$ cat src/rtl/fetch_pkg.sv
// Shared types and constants for the instruction fetch sequencer.
package fetch_pkg;

  typedef enum logic [1:0] {
    FETCH = 2'd0,
    WAIT  = 2'd1,
    HALT  = 2'd2
  } state_t;

  localparam logic [31:0] NULL_INSTR = 32'h0000_0000;
  localparam int          PC_STEP    = 4;
  // Instructions are word aligned; the two low PC bits are forced to zero.
  localparam logic [31:0] ALIGN_MASK = 32'hFFFF_FFFC;

endpackage

$ cat src/rtl/fetch_pc_next.sv
// Next-PC selection for the fetch sequencer: rst > redirect > advance > hold.
module fetch_pc_next
  import fetch_pkg::*;
#(
  parameter int ADDR_W   = 8,
  parameter int RESET_PC = 0
) (
  input  logic              rst,
  input  logic              redirect_valid,
  input  logic [ADDR_W-1:0] redirect_addr,
  input  logic              advance,
  input  logic [ADDR_W-1:0] pc,
  output logic [ADDR_W-1:0] pc_next
);

  localparam logic [ADDR_W-1:0] PC_MASK = ALIGN_MASK[ADDR_W-1:0];

  always_comb begin
    pc_next = pc;
    if (rst) begin
      pc_next = ADDR_W'(RESET_PC) & PC_MASK;
    end else if (redirect_valid) begin
      pc_next = redirect_addr & PC_MASK;
    end else if (advance) begin
      pc_next = pc + ADDR_W'(PC_STEP);
    end
  end

endmodule

$ cat src/rtl/fetch_sequencer.sv
// Program counter owner and registered instruction stage between ROM and decode.
// Optional null-word halt is enabled by defining FETCH_NULL_HALT_EN.
module fetch_sequencer
  import fetch_pkg::*;
#(
  parameter int ADDR_W   = 8,
  parameter int RESET_PC = 0,
  parameter int CNT_W    = 16
) (
  input  logic              clk,
  input  logic              rst,
  input  logic              run,
  output logic [ADDR_W-1:0] imem_addr,
  input  logic [31:0]       imem_data,
  output logic [31:0]       instr,
  output logic [ADDR_W-1:0] instr_pc,
  output logic              instr_valid,
  input  logic              instr_ready,
  input  logic              redirect_valid,
  input  logic [ADDR_W-1:0] redirect_addr,
  output logic              halted,
  output logic [CNT_W-1:0]  fetch_count,
  output logic [1:0]        dbg_state
);

  // Handshake: a word transfers on every cycle with instr_valid && instr_ready;
  // while instr_valid is high and instr_ready low, instr/instr_pc stay frozen.

  state_t              r_state;
  state_t              w_state_next;
  logic [ADDR_W-1:0]   r_pc;
  logic [ADDR_W-1:0]   w_pc_next;
  logic [31:0]         r_instr;
  logic [ADDR_W-1:0]   r_instr_pc;
  logic                r_instr_valid;
  logic [CNT_W-1:0]    r_fetch_count;
  logic                w_free;
  logic                w_null;
  logic                w_capture;
  logic                w_clear;

  assign w_free = !r_instr_valid || instr_ready;

`ifdef FETCH_NULL_HALT_EN
  assign w_null = (imem_data == NULL_INSTR);
`else
  assign w_null = 1'b0;
`endif

  always_ff @(posedge clk) begin
    if (rst) begin
      r_state <= FETCH;
    end else begin
      r_state <= w_state_next;
    end
  end

  always_comb begin
    w_state_next = r_state;
    w_capture    = 1'b0;
    w_clear      = 1'b0;
    case (r_state)
      FETCH, WAIT: begin
        if (redirect_valid) begin
          w_state_next = FETCH;
          w_clear      = 1'b1;
        end else if (w_free && run && w_null) begin
          w_state_next = HALT;
          w_clear      = 1'b1;
        end else if (w_free && run) begin
          w_state_next = FETCH;
          w_capture    = 1'b1;
        end else if (w_free) begin
          w_state_next = FETCH;
          w_clear      = 1'b1;
        end else begin
          w_state_next = WAIT;
        end
      end
      HALT: begin
        if (redirect_valid) begin
          w_state_next = FETCH;
          w_clear      = 1'b1;
        end
      end
      default: begin
        w_state_next = FETCH;
        w_clear      = 1'b1;
      end
    endcase
  end

  always_comb begin
`ifdef FETCH_NULL_HALT_EN
    halted = (r_state == HALT);
`else
    halted = 1'b0;
`endif
    dbg_state = r_state;
  end

  fetch_pc_next #(
    .ADDR_W   (ADDR_W),
    .RESET_PC (RESET_PC)
  ) u_pc_next (
    .rst            (rst),
    .redirect_valid (redirect_valid),
    .redirect_addr  (redirect_addr),
    .advance        (w_capture),
    .pc             (r_pc),
    .pc_next        (w_pc_next)
  );

  always_ff @(posedge clk) begin
    r_pc <= w_pc_next;
    if (rst) begin
      r_instr       <= '0;
      r_instr_pc    <= '0;
      r_instr_valid <= 1'b0;
      r_fetch_count <= '0;
    end else begin
      if (w_capture) begin
        r_instr       <= imem_data;
        r_instr_pc    <= r_pc;
        r_instr_valid <= 1'b1;
      end else if (w_clear) begin
        r_instr_valid <= 1'b0;
      end
      // A word accepted in the same cycle as a flush still counts.
      if (r_instr_valid && instr_ready) begin
        r_fetch_count <= r_fetch_count + 1'b1;
      end
    end
  end

  assign imem_addr   = r_pc;
  assign instr       = r_instr;
  assign instr_pc    = r_instr_pc;
  assign instr_valid = r_instr_valid;
  assign fetch_count = r_fetch_count;

endmodule

$ cat config.mk
export PLATFORM = sky130hd
export DESIGN_NAME = fetch_sequencer
export DESIGN_NICKNAME = d
export VERILOG_FILES = /design/src/rtl/fetch_pkg.sv /design/src/rtl/fetch_pc_next.sv /design/src/rtl/fetch_sequencer.sv
export SDC_FILE = /design/constraint.sdc
export NUM_CORES = 1
export LEC_CHECK = 0
export BUFFER_PORTS_ARGS = -buffer_cell sky130_fd_sc_hd__buf_2
export CAP_MARGIN = 25
export CORE_MARGIN = 5
export CORE_UTILIZATION = 42
export DETAILED_ROUTE_END_ITERATION = 12
export PLACE_DENSITY = 0.74
export SETUP_SLACK_MARGIN = 0.5
export SYNTH_ARGS = -nofsm -noshare
export SYNTH_HDL_FRONTEND = slang
export SYNTH_HIERARCHICAL = 1
export SYNTH_SLANG_ARGS = --single-unit
export TNS_END_PERCENT = 20
$ cat constraint.sdc
create_clock -name clk -period 1.6 [get_ports clk]
set_input_delay 0.08 -clock clk [delete_from_list [all_inputs] [get_ports clk]]
set_output_delay 0.08 -clock clk [all_outputs]
set_load 0.02 [all_outputs]
# [Word-level counts from Yosys, hierarchy flattened]
# Cells that the tools add are included.
[totals] regBits=67 input_bits=45 wordCells=38 out_inout_bits=68
[classes] n_mux=17 eq_ne=3 n_reduce_logical=9 add_sub_neg=2
[ops] operator="$add A16 B1 Y16 const B" count=1
[ops] operator="$mux W8" count=2
[ops] operator="$mux W1" count=12
[ops] operator="$add A8 B3 Y8 const B" count=1
[ops] operator="$pmux W2 S2" count=1
[ops] operator="$reduce_bool A2 Y1" count=2
[ops] operator="$reduce_or A2 Y1" count=2
[ops] operator="$eq A2 B1 Y1 const B" count=1
[ops] operator="$eq A2 B2 Y1 const B" count=1
[ops] operator="$logic_and A1 B1 Y1" count=2
[ops] operator="$logic_not A2 Y1" count=1
[ops] operator="$mux W2" count=1
[ops] operator="$ne A2 B2 Y1 const B" count=1
[ops] operator="$pmux W1 S2" count=1
[ops] operator="$logic_not A1 Y1" count=1
[ops] operator="$logic_or A1 B1 Y1" count=1

# [Longest topological paths before layout]
[depth] ltp_word=8 ltp_mapped=7 ltp_nobuf=6

# [Cells and area by module]
# Netlist, hierarchy kept.
[by_module_without_submodules] mod="fetch_sequencer" seq_area_each_um2=1321.3 n_inst=1 area_per_inst_um2=2401.1 cells_per_inst=280
[by_module_without_submodules] mod="fetch_pc_next" seq_area_each_um2=0.0 n_inst=1 area_per_inst_um2=202.7 cells_per_inst=30

# [Least setup slack after synthesis]
# OpenSTA, ideal clock, no wires.
[synth_timing] path_type="register to register" startpoint="reg r_instr_valid (netlist: instr_valid)" endpoint="reg r_pc[7] (netlist: imem_addr[7])" synth_period_minus_slack_ns=1.636 path_slack_ns=-0.036 path_stages_with_launch=8 n_path_buf=1 required_ns=1.480 setup_ns=0.120 t_arrival_ns=1.516 path_cell_list="dfxtp_1 nand2b_1 nand3b_1 inv_2 buf_4 nand4_2 o21a_1 o31a_1"
[synth_via] elab_chain_cells=7
[synth_rtl] element="from (decl)" line="fetch_sequencer.sv:35" rtl="logic r_instr_valid;"
[synth_rtl] element="from (signal assigned)" line="fetch_sequencer.sv:119" rtl="r_instr_valid <= 1'b0;"
[synth_rtl] element="from (signal assigned)" line="fetch_sequencer.sv:125" rtl="r_instr_valid <= 1'b1;"
[synth_rtl] element="from (signal assigned)" line="fetch_sequencer.sv:127" rtl="r_instr_valid <= 1'b0;"
[synth_rtl] element="$logic_not A1 Y1" line="fetch_sequencer.sv:42" rtl="assign w_free = !r_instr_valid || instr_ready;"
[synth_rtl] element="$logic_or A1 B1 Y1" line="fetch_sequencer.sv:42"
[synth_rtl] element="$logic_and A1 B1 Y1" line="fetch_sequencer.sv:70" rtl="end else if (w_free && run) begin"
[synth_rtl] element="$mux W1" line="fetch_sequencer.sv:70"
[synth_rtl] element="$mux W1" line="fetch_sequencer.sv:64" rtl="if (redirect_valid) begin"
[synth_rtl] element="$mux W1" line="fetch_sequencer.sv:62" rtl="case (r_state)"
[synth_rtl] element="via w_capture" line="fetch_sequencer.sv:39" rtl="logic w_capture;"
[synth_rtl] element="$reduce_bool A2 Y1 (no line)"
[synth_rtl] element="to (signal assigned)" line="fetch_sequencer.sv:115" rtl="r_pc <= w_pc_next;"
[synth_rtl] element="to (decl)" line="fetch_sequencer.sv:31" rtl="logic [ADDR_W-1:0] r_pc;"
# The timed path passes the listed nets, and every way through them passes these cells.
# A chain may end at the register's enable or synchronous reset.

# [Worst setup path after layout]
[layout_timing] startpoint="reg r_instr_valid (netlist: instr_valid)" endpoint="reg r_fetch_count[14] (netlist: fetch_count[14])"
[layout_via] elab_chain_cells=1
[layout_rtl] element="$logic_and A1 B1 Y1" line="fetch_sequencer.sv:130" rtl="if (r_instr_valid && instr_ready) begin"
[layout_rtl] element="to (signal assigned)" line="fetch_sequencer.sv:131" rtl="r_fetch_count <= r_fetch_count + 1'b1;"
[layout_rtl] element="to (decl)" line="fetch_sequencer.sv:36" rtl="logic [CNT_W-1:0] r_fetch_count;"
# Every way passes these cells.

==> metrics <==
max-slew violations 0; Routed WL per cell 14.6 um; Yosys top cell by area dfxtp_1; post-synthesis sequential area ratio 50.7%; cts bufs inserted 9; max cap viols 0; Worst Hold Class in -> reg; # diodes 0; clk sinks 66; Fin. Hold Viols 0; Worst-path clk slew 0.08 ns; Post-DRT Antenna Nets 0; met1 Use GR 24.6%; grt peak-use layer met2; crit-path max cell delay 0.37 ns; drt total wl 7990 um; Worst VDD drop 0.000675 V; r2r setup slk 0.22 ns; gpl congestion 0.810; Power Density 925 nW/um^2; RR Endpoint fetch_count[14]$_SDFFE_PP0P_; fin cells 549; CTS tree done; minimum clock period after layout 1.38 ns; Final Setup Violations 0; Hold Path Origin redirect_addr[4]; Synth Register Bits 66; GR met3 Demand/Resource 4.93%; CP max-delay cell dfxtp_4; H-tree depth 3; global-route usage over all layers 20.7%; commonest non-fill, non-tap cell in the layout buf_2; largest net degree at the start of global routing 44; Starting Density 43.5%; first-pass GRT wire length 12500 um; Die Area 7870 sq um; share of layout cells above drive strength 1 40.1%; Setup crit end kind register; Final Total Pwr 3.87 mW; Placed Instances 483; setup ws final 0.220 ns; Max Root-Sink Buffers 2; Endpoint, Worst Hold imem_addr[4]$_DFF_P_; Critical R2R Launch instr_valid$_SDFFE_PP0P_; CP max FO 4; Site Rows 28; outcome complete, no violations; hold path cells 3; Residual DRC 0; met2 Use GR 34.9%; hold_ws 0.0207 ns; critical path type reg -> reg; GRT Residual Overflow 0; Yosys warnings 6; Clk Latency, worst-skew pair 0.34 ns; worst reg2reg path depth 5; Layout area overhead 60.7%; Worst setup SP type register; IO Pins 113; most frequent cells in the layout buf_2 (108), nand2_1 (86), dfxtp_1 (52), a21oi_1 (38), dlygate4sd3_1 (35); CP arrival 1.61 ns; Setup Skew 0.0107 ns; Critical Path RT 1.83 ns; via count 2690; drt first-iter violations 54; Gate Count Post-Synth 310; post-synthesis cell type count 38; CP Cell Sequence buf_4, nand3_2, nor3_4, and3_1, mux2_4; root buffer cell clkbuf_8; die height 88.7 um; Die Span X 88.7 um; Leak 1.93 nW; FILL cells 460; number of vias per cell 4.90; cell area after synthesis 2600 sq um; crit-path leading delay family simple AND/OR/NAND/NOR gates; Post-Syn Area per Cell 8.40 sq um; Final period util 86.2%; RSZ-0062 raised after global routing true; vias in the first global route 2670; CP Buf/Inv Count 1; setup TNS 0 ns; Detailed Routing Iterations Pass 1 4; Core Area 5990 sq um; dpl ws 0.243 ns; Synth top area share 50.7%; Buffers on Ports 108; initial antenna violation count 0; number of nets in the layout 516; post-DP HPWL 4720 um; Peak Freq 725 MHz; largest cells by area after synthesis dfxtp_1 (51%), nand2_1 (13%), a21oi_1 (8.6%)
## Yosys cell counts
cell type,count
a211oi_1,4
a21oi_1,45
a31o_2,3
and2_1,1
and2b_2,1
and3_1,1
buf_2,5
buf_4,6
clkbuf_1,7
conb_1,1
dfxtp_1,66
ha_1,2
inv_1,7
inv_2,1
mux2_1,1
mux2_2,1
mux2i_1,2
nand2_1,89
nand2b_1,2
nand3_1,3
nand3_2,1
nand3b_1,1
nand4_1,3
nand4_2,3
nor2_1,20
nor2_2,2
nor2b_1,1
nor3_1,6
nor3_4,2
nor3b_1,2
nor4_1,2
nor4_2,1
o21a_1,1
o21ai_0,1
o31a_1,1
or3_1,1
xnor2_1,9
xor2_1,5
## what timing repair did
action / in CTS / in global routing
endpoints found under the setup margin: 60 / 63
endpoints found under the hold margin: 35 / 0
buffers inserted: 8 / 3
cloned: 4 / 0
pin swaps: 4 / 2
resized for setup: 10 / 8
hold buffers: 35 / 0
## sequential cells by signal, indices dropped and copies added (netlist names)
signal	cells
dbg_state	1
instr_valid	1
instr	32
imem_addr	8
fetch_count	16
instr_pc	8
## how the worst max path moves through the flow
stage	from	endpoint	cells past startpoint
global route	instr_valid$_SDFFE_PP0P_	imem_addr[7]$_DFF_P_	6
global placement	fetch_count[1]$_SDFFE_PP0P_	fetch_count[14]$_SDFFE_PP0P_	5
detailed placement	instr_valid$_SDFFE_PP0P_	imem_addr[7]$_DFF_P_	6
finish	instr_valid$_SDFFE_PP0P_	fetch_count[14]$_SDFFE_PP0P_	5
floorplan	instr_valid$_SDFFE_PP0P_	imem_addr[7]$_DFF_P_	7
CTS	instr_valid$_SDFFE_PP0P_	imem_addr[7]$_DFF_P_	6
## stage by stage
stage	instance area, sq um	util [%]
detailed placement	3320	55.5
floorplan	2720	-
global placement	3320	55.5
CTS	4140	69.2
finish	4190	69.9
global route	4190	69.9
## power by group
group	leakage (nW)	internal, mW	switching [mW]
combinational	1.26	0.252	0.266
sequential	0.548	1.68	0.0411
clock	0.119	0.979	0.652
total	1.93	2.91	0.959
## cell families after synthesis
kind of cell | after synthesis | synth area share (%)
AO/OA/AOI/OAI | 55 | 11.6
AND/OR/NAND/NOR | 142 | 25.3
XOR/XNOR | 14 | 4.71
buffers and inverters | 26 | 4.85
multiplexers | 4 | 1.63
other | 1 | 0.144
flip-flops | 66 | 50.7
adder cells (fa/ha/maj) | 2 | 0.961
## routing by layer
metal  routed length, um  share of wire, %
met2                3960                50
met3                 537               6.7
met1                3310                41
met5                   0                 0
met4                 190               2.4
## final cells by class
class / instances / area, sq um / area share, %
well taps: 75 / 93.8 / 2.24
inverters: 8 / 32.5 / 0.777
repair buffers: 165 / 1190 / 28.5
clock buffers: 11 / 153 / 3.65
multi-input cells: 219 / 1260 / 30.2
clock inverters: 5 / 83.8 / 2.00
flip-flops and latches: 66 / 1370 / 32.6
## worst min-delay path: stages
cell	delay (ns)
buf_2	0.10
nor2_1	0.08
a211oi_1	0.05
No activity file was read; power rests on OpenSTA's default activity.
